$ cat src/rtl/audio_i2s_engine.sv
// Master-mode I2S / left-justified / TDM serial engine: MCLK, BCLK and LRCK generation plus DAC/ADC shifting.
// Optional AUDIO_GPIO_PROBE_EN adds an 8-bit registered probe port for the expansion header.
module audio_i2s_engine #(
  parameter int unsigned MCLK_DIV = 2,
  parameter int unsigned BCLK_DIV = 4,
  parameter int unsigned SAMPLE_W = 16,
  parameter int unsigned SLOT_W   = 32,
  parameter int unsigned CHANNELS = 2,
  parameter int unsigned LJ_FMT   = 0
) (
  input  logic                         clk,
  input  logic                         swt,
  input  logic                         en,
  output logic                         aud_xclk,
  output logic                         bclk,
  output logic                         lrck,
  output logic                         dacdat,
  input  logic                         adcdat,
  input  logic [CHANNELS*SAMPLE_W-1:0] tx_data,
  input  logic                         tx_valid,
  output logic                         tx_ready,
  output logic [CHANNELS*SAMPLE_W-1:0] rx_data,
  output logic                         rx_valid,
  output logic                         underrun
`ifdef AUDIO_GPIO_PROBE_EN
  ,
  output logic [7:0]                   gpio
`endif
);

  localparam int unsigned DW  = CHANNELS * SAMPLE_W;
  localparam int unsigned IW  = $clog2(DW);
  localparam int unsigned MCW = (MCLK_DIV > 1) ? $clog2(MCLK_DIV) : 1;
  localparam int unsigned BCW = $clog2(BCLK_DIV);
  localparam int unsigned SLW = $clog2(CHANNELS);
  localparam int unsigned SBW = $clog2(SLOT_W);
  localparam int          OFF = (LJ_FMT != 0) ? 0 : 1;

  typedef enum logic {IDLE, RUN} state_t;

  state_t           state;
  logic [MCW-1:0]   mcnt;
  logic [BCW-1:0]   bcnt;
  logic [SLW-1:0]   slot;
  logic [SBW-1:0]   sbit;
  logic [DW-1:0]    hold;
  logic [DW-1:0]    tx_sh;
  logic [DW-1:0]    rx_acc;

  logic             rise_c, fall_c, wrap_c, start_c, dac_c, lrck_c;
  logic [SLW-1:0]   nslot, pslot;
  logic [SBW-1:0]   nsbit, psbit;
  logic [DW-1:0]    frame_c, rx_c;

  // True when a slot bit position carries sample data rather than padding.
  function automatic logic hit(input logic [SBW-1:0] sb);
    return (int'(sb) >= OFF) && ((int'(sb) - OFF) < int'(SAMPLE_W));
  endfunction

  // Packed-bus index of the sample bit carried at (slot, slot bit), MSB first.
  function automatic logic [IW-1:0] pos(input logic [SLW-1:0] sl, input logic [SBW-1:0] sb);
    return IW'(int'(sl) * int'(SAMPLE_W) + int'(SAMPLE_W) - 1 - int'(sb) + OFF);
  endfunction

  always_comb begin
    rise_c  = (bcnt == BCW'(BCLK_DIV - 1)) && !bclk;
    fall_c  = (bcnt == BCW'(BCLK_DIV - 1)) && bclk;
    wrap_c  = (sbit == SBW'(SLOT_W - 1)) && (slot == SLW'(CHANNELS - 1));
    nslot   = slot;
    nsbit   = sbit + SBW'(1);
    if (sbit == SBW'(SLOT_W - 1)) begin
      nsbit = '0;
      nslot = (slot == SLW'(CHANNELS - 1)) ? '0 : slot + SLW'(1);
    end
    start_c = en && ((state == IDLE) || (fall_c && wrap_c));
    pslot   = (state == IDLE) ? '0 : nslot;
    psbit   = (state == IDLE) ? '0 : nsbit;
    // An empty holding register at frame start sends an all-zero frame.
    frame_c = start_c ? (tx_ready ? '0 : hold) : tx_sh;
    dac_c   = hit(psbit) ? frame_c[pos(pslot, psbit)] : 1'b0;
    if (CHANNELS == 2) lrck_c = pslot[0];
    else               lrck_c = (pslot == '0) && (psbit == '0);
    rx_c = rx_acc;
    if (hit(sbit)) rx_c[pos(slot, sbit)] = adcdat;
  end

  always_ff @(posedge clk) begin
    if (!swt) begin
      state    <= IDLE;
      mcnt     <= '0;
      bcnt     <= '0;
      slot     <= '0;
      sbit     <= '0;
      aud_xclk <= 1'b0;
      bclk     <= 1'b0;
      lrck     <= 1'b0;
      dacdat   <= 1'b0;
      hold     <= '0;
      tx_sh    <= '0;
      rx_acc   <= '0;
      rx_data  <= '0;
      rx_valid <= 1'b0;
      tx_ready <= 1'b1;
      underrun <= 1'b0;
    end else begin
      if (mcnt == MCW'(MCLK_DIV - 1)) begin
        mcnt     <= '0;
        aud_xclk <= ~aud_xclk;
      end else begin
        mcnt <= mcnt + MCW'(1);
      end

      rx_valid <= 1'b0;
      if (start_c) begin
        tx_sh    <= frame_c;
        tx_ready <= 1'b1;
        if (tx_ready) underrun <= 1'b1;
      end
      // A load coinciding with frame start is kept for the following frame.
      if (tx_valid && tx_ready) begin
        hold     <= tx_data;
        tx_ready <= 1'b0;
      end

      if (!en) begin
        state  <= IDLE;
        bcnt   <= '0;
        slot   <= '0;
        sbit   <= '0;
        bclk   <= 1'b0;
        lrck   <= 1'b0;
        dacdat <= 1'b0;
      end else if (state == IDLE) begin
        state  <= RUN;
        bcnt   <= '0;
        slot   <= '0;
        sbit   <= '0;
        bclk   <= 1'b0;
        lrck   <= lrck_c;
        dacdat <= dac_c;
      end else begin
        if (bcnt == BCW'(BCLK_DIV - 1)) begin
          bcnt <= '0;
          bclk <= ~bclk;
        end else begin
          bcnt <= bcnt + BCW'(1);
        end
        if (rise_c) begin
          rx_acc <= rx_c;
          if (wrap_c) begin
            rx_data  <= rx_c;
            rx_valid <= 1'b1;
          end
        end
        if (fall_c) begin
          slot   <= nslot;
          sbit   <= nsbit;
          lrck   <= lrck_c;
          dacdat <= dac_c;
        end
      end
    end
  end

`ifdef AUDIO_GPIO_PROBE_EN
  // Probe snapshot, one clk behind the pins it mirrors.
  always_ff @(posedge clk) begin
    if (!swt) gpio <= '0;
    else      gpio <= {underrun, start_c, rx_valid, adcdat, lrck, dacdat, bclk, aud_xclk};
  end
`endif

endmodule
$ cat config.mk
export PLATFORM = sky130hd
export DESIGN_NAME = audio_i2s_engine
export DESIGN_NICKNAME = d
export VERILOG_FILES = /design/src/rtl/audio_i2s_engine.sv
export SDC_FILE = /design/constraint.sdc
export NUM_CORES = 1
export LEC_CHECK = 0
export BUFFER_PORTS_ARGS = -buffer_cell sky130_fd_sc_hd__buf_2
export CORE_UTILIZATION = 45
export DETAILED_ROUTE_END_ITERATION = 12
export PLACE_DENSITY_LB_ADDON = 0.1
export RECOVER_POWER = 25
export SYNTH_ARGS = -nofsm -noshare
export SYNTH_HDL_FRONTEND = slang
export SYNTH_SLANG_ARGS = --single-unit
$ cat constraint.sdc
create_clock -name clk -period 7.6 [get_ports clk]
set_input_delay 0.76 -clock clk [delete_from_list [all_inputs] [get_ports clk]]
set_output_delay 0.76 -clock clk [all_outputs]
set_load 0.01 [all_outputs]
* Yosys cells after proc, flatten, opt, wreduce, memory -nomap -nowiden
Cells that the tools add are included.
Operators by class: order comparisons 7, eq/ne operators 3, multiplexer cells 22, bitwise operators 5, reductions and logical operators 20, add/subtract/negate cells 14
Operator list (count):
- 32-bit two-way mux | 3
- 32-bit bitwise mux | 1
- 5-bit by 1-bit greater-or-equal comparator with 1-bit output (second input constant) | 3
- 1-bit two-way mux | 14
- 5-bit by 6-bit < comparator with 1-bit output (second input constant) | 2
- 6-bit < comparator (second input constant) | 2
- 5-bit by 1-bit subtractor with 6-bit output (second input constant) | 2
- 5-bit by 2-bit adder with 5-bit output (second input constant) | 2
- 5-bit adder (second input constant) | 2
- 5-bit two-way mux | 2
- 5-bit by 1-bit subtractor with 5-bit output (second input constant) | 2
- 5-bit subtractor | 2
- 1-bit logical AND | 9
- 4-bit AND reduction | 2
- 3-bit AND reduction | 2
- 5-bit by 1-bit adder with 5-bit output (second input constant) | 1
- 1-bit binary-select mux with 5-bit select | 1
- 1-bit demux with 5-bit select | 1
- 5-bit == test (second input constant) | 1
- 1-bit inverter | 5
- 2-bit AND reduction | 2
- 4-bit OR reduction | 1
- 1-bit adder (second input constant) | 2
- 2-bit by 1-bit adder with 2-bit output (second input constant) | 1
- 6 further kinds | 6
Word-level totals: input bits 37, register bits after elaboration 145, word-level logic and storage cells 87, output and inout bits 39

* Longest topological paths before layout
word-level depth 13, depth in mapped cells 16, mapped depth without buffers 13

* Worst setup path before layout
No wires, ideal clock.
path type reg2reg, start point register sbit[0], end point register dacdat, stages on the path, launching flop included 17, setup slack 4.155 ns, library setup time 0.063 ns, path buffers 4, clock period less this slack 3.445 ns, arrival time 3.382 ns, required time 7.537 ns, path through dfxtp_1 -> ha_1 -> clkbuf_1 -> and3_1 -> ha_1 -> nor3b_4 -> buf_6 -> buf_2 -> ha_1 -> clkbuf_1 -> inv_1 -> mux4_2 -> a31oi_1 -> or4_1 -> nand4_1 -> nand4b_1 -> nand3_1
Between the ends: cells in the longest elaborated chain, start to end 12, elaborated cells between the ends (all ways) 24, classes of those cells add/sub (6); order compare (2); eq/ne (1); mux (10); reduce/logical (5)
RTL lines:
- start: declaration | line 45 | logic [SBW-1:0] sbit;
- start signal: assignment | line 157 | sbit <= nsbit;
- 5-bit == test | line 68, 71
- 1-bit two-way mux | line 71 | if (sbit == SBW'(SLOT_W - 1)) begin
- 1-bit two-way mux | line 76 | pslot = (state == IDLE) ? '0 : nslot;
- 5-bit adder | line 62 | return IW'(int'(sl) * int'(SAMPLE_W) + int'(SAMPLE_W) - 1 - int'(sb) + OFF);
- 5-bit by 1-bit subtractor with 5-bit output | line 62
- 5-bit subtractor | line 62
- 5-bit by 2-bit adder with 5-bit output | line 62
- 1-bit binary-select mux with 5-bit select | line 80 | dac_c = hit(psbit) ? frame_c[pos(pslot, psbit)] : 1'b0;
- 1-bit two-way mux (not written as such) | line 80
- 1-bit two-way mux (*) | line 80
- 1-bit two-way mux | line 155 | if (fall_c) begin
- 1-bit two-way mux (*) | line 133 | end else if (state == IDLE) begin
- end signal: assignment | line 132 | dacdat <= 1'b0;
- end signal: assignment | line 140 | dacdat <= dac_c;
- end signal: assignment | line 159 | dacdat <= dac_c;
- end: declaration | line 17 | output logic dacdat,
Mark *: on every way between the ends. The rest lies on a longest branch, timed or not. The select of a mux whose other input is x is not followed. A chain may end at the register's enable or synchronous reset.

* Worst setup path after layout
Same ends and word-level chain as after synthesis.

==> metrics.txt <==
Iteration-0 DRC Markers 315; Seq/Total Area, Yosys 0.419; Clock Latency Late Sink 0.42 ns; # IOs 76; layout cells sized above 1 0.0996; die area 15900 um^2; syn nets 904; vias after detailed routing 5875; Critical path buffers and inverters 3; TritonCTS buffer count 17; Root Buffer clkbuf_16; CP dominant cell by count ha_1; Post-DRT Antenna Nets 0; CORE AREA 15100 um^2; placed inst area 7250 um^2; Avg WL per Cell 15.2 um; Pre-antenna DRT Iters 6; Final Skew 0.00653 ns; Area contributors post-synth dfxtp_1, nand2_1, nor2_1; clock-pin slew on the worst setup and hold paths 0.06 ns; list of most frequent post-synthesis cells dfxtp_1, nand2_1, nor2_1, a21oi_1, clkbuf_1; Ys Warns 0; Post-CTS Setup Inserts 0; number of fill cells 1488; H-tree levels 4; mean area per synthesized cell 8.11 um^2; Synth cell types 57; Crit Path Max Fanout 32; cts repair resizes 0; peak per-stage delay on the critical path 0.42 ns; Worst Path Required 7.95 ns; Mapped Cells 855; clk sink count 145; RSZ-0062 raised after global routing no; crit end category flop; Tot GR Track Use 0.217; Hold Fails Final Rpt 0; most frequent cell after synthesis dfxtp_1; gpl congestion 0.880; DRC violations left 0; status finished, violations left; Routed WL 16400 um; Post-synth ARST share 0; Die X 126 um; Slew Viols, Final 69; Post-DP HPWL 10900 um; Util after Layout 0.518; CP Launch Type flop; # diodes 0; Worst Hold Class reg -> reg; GRT overflow 0; Max clock buf depth 2; max cap viols 1; flop and latch count out of synthesis 145; Crit path max-delay family adder cells; global-route wire length before repair 27500 um; Total Power 1.80 mW; Rel. slew slack -0.517; I/O Buffers 75; violated checks capacitance limit, slew limit; final setup violation count 0; synthesis-to-finish area growth 13.2%; Post-synth EDFFs 0; Vert. Die Dim 126 um; minimum clock period 3.84 ns; CP Class reg -> reg; fin area 7850 um^2; initial antenna violation count 0; Post-Synthesis Cell Area 6930 um^2; power per cell area 229 nW/um^2; Initial Util 0.458; flop2flop setup slack 3.76 ns; critical path, cell by cell ha_1, and3_1, ha_1, nor3b_4, buf_4, inv_2, ha_1, ha_1, inv_1, a31oi_1, or4_1, nand4_1, nand4b_1, nand3_1; largest net degree at the start of global routing 69; top cell type's share of synthesized area 0.419; Max VDD drop 144 uV; f_max 261 MHz; post-synth top area cell dfxtp_1; vias in the first global route 5557; top_reg_cell synth dfxtp_1; CTS tree built; leak pwr 2.65 nW; number of nets in the layout 930; TNS Setup 0 ns; Least-Margin Pin Slew 2.26 ns; Crit-path slowest cell buf_4; CP arrival 4.19 ns; CTS Hold Bufs 0; Rows 45; detailed-route vias per instance 5.43; final period utilization 0.505
-- path summary, 6_finish.rpt --
check | startpoint | to | cells past startpoint
min | bcnt[0]$_SDFF_PP0_ | bcnt[0]$_SDFF_PP0_ | 1
max | sbit[0]$_SDFFE_PN0P_ | dacdat$_SDFFE_PN0P_ | 14
min reg2reg | bcnt[0]$_SDFF_PP0_ | bcnt[0]$_SDFF_PP0_ | 1
max reg2reg | sbit[0]$_SDFFE_PN0P_ | dacdat$_SDFFE_PN0P_ | 14
-- report_power, final --
group	switching, mW	leakage, nW	internal, mW
Sequential	0.0137	1.17	0.775
Combinational	0.0624	1.17	0.0354
Clock	0.317	0.313	0.593
-- layer usage --
layer,global-route usage,vias up,share of wire
met5,0,-,0
met4,0.0850,0,0.018
met1,0.263,2720,0.46
met3,0.0421,22,0.031
met2,0.377,110,0.49
li1,-,3023,-
-- state kept, by name, summed over array words and instances, names as in the netlist --
name	count
tx_sh	32
rx_data	32
sbit	5
slot	1
state	1
underrun	1
lrck	1
tx_ready	1
rx_acc	32
dacdat	1
aud_xclk	1
mcnt	1
rx_valid	1
bclk	1
bcnt	2
hold	32
-- final cells by class --
class                           count  area [um^2]  area share
Timing Repair Buffer               79          357      0.0454
Multi-Input combinational cell    629         3670       0.467
Inverter                            9         35.0     0.00446
Clock inverter                      8          149      0.0190
Clock buffer                       24          502      0.0639
Sequential cell                   145         2900       0.370
Tap cell                          188          235      0.0300
-- placed cells by master (no fill, tap or decap), drive strengths merged, types with 9 or more instances in the layout --
cell    count
nand3      15
mux2i      51
a21oi      77
a311oi     30
ha         12
nand2     146
a211oi      9
buf        40
clkbuf     63
nor2      142
nand3b     33
dfxtp     145
o21ai      38
-- through the flow --
step                      worst slack [ns]  hold WS [ns]  instances
after global routing                  3.42         0.455       1082
after CTS                             3.78         0.438       1082
final                                 3.76         0.435       1082
after floorplan                       4.16         0.404        855
after global placement                3.89         0.413       1050
after detailed placement              3.80         0.424       1050
-- logic make-up (layout without fill, tap and decap cells) --
| family | after synthesis | after routing | share of synthesized area |
|---|---|---|---|
| mux | 54 | 54 | 0.0801 |
| flops | 145 | 145 | 0.419 |
| simple gates | 366 | 366 | 0.238 |
| xor+xnor | 10 | 10 | 0.0148 |
| fa+ha+maj | 12 | 12 | 0.0217 |
| compound gates | 187 | 187 | 0.174 |
| buf+inv | 81 | 120 | 0.0529 |
-- worst register-to-register path, cell delays in order, from the launching register on --
cell      delay [ns]
dfxtp_1         0.40
ha_1            0.36
and3_1          0.23
ha_1            0.32
nor3b_4         0.20
buf_4           0.42
inv_2           0.25
ha_1            0.28
ha_1            0.37
inv_1           0.14
a31oi_1         0.08
or4_1           0.41
nand4_1         0.10
nand4b_1        0.10
nand3_1         0.10
Note: power is estimated with default switching activity, not from simulation.
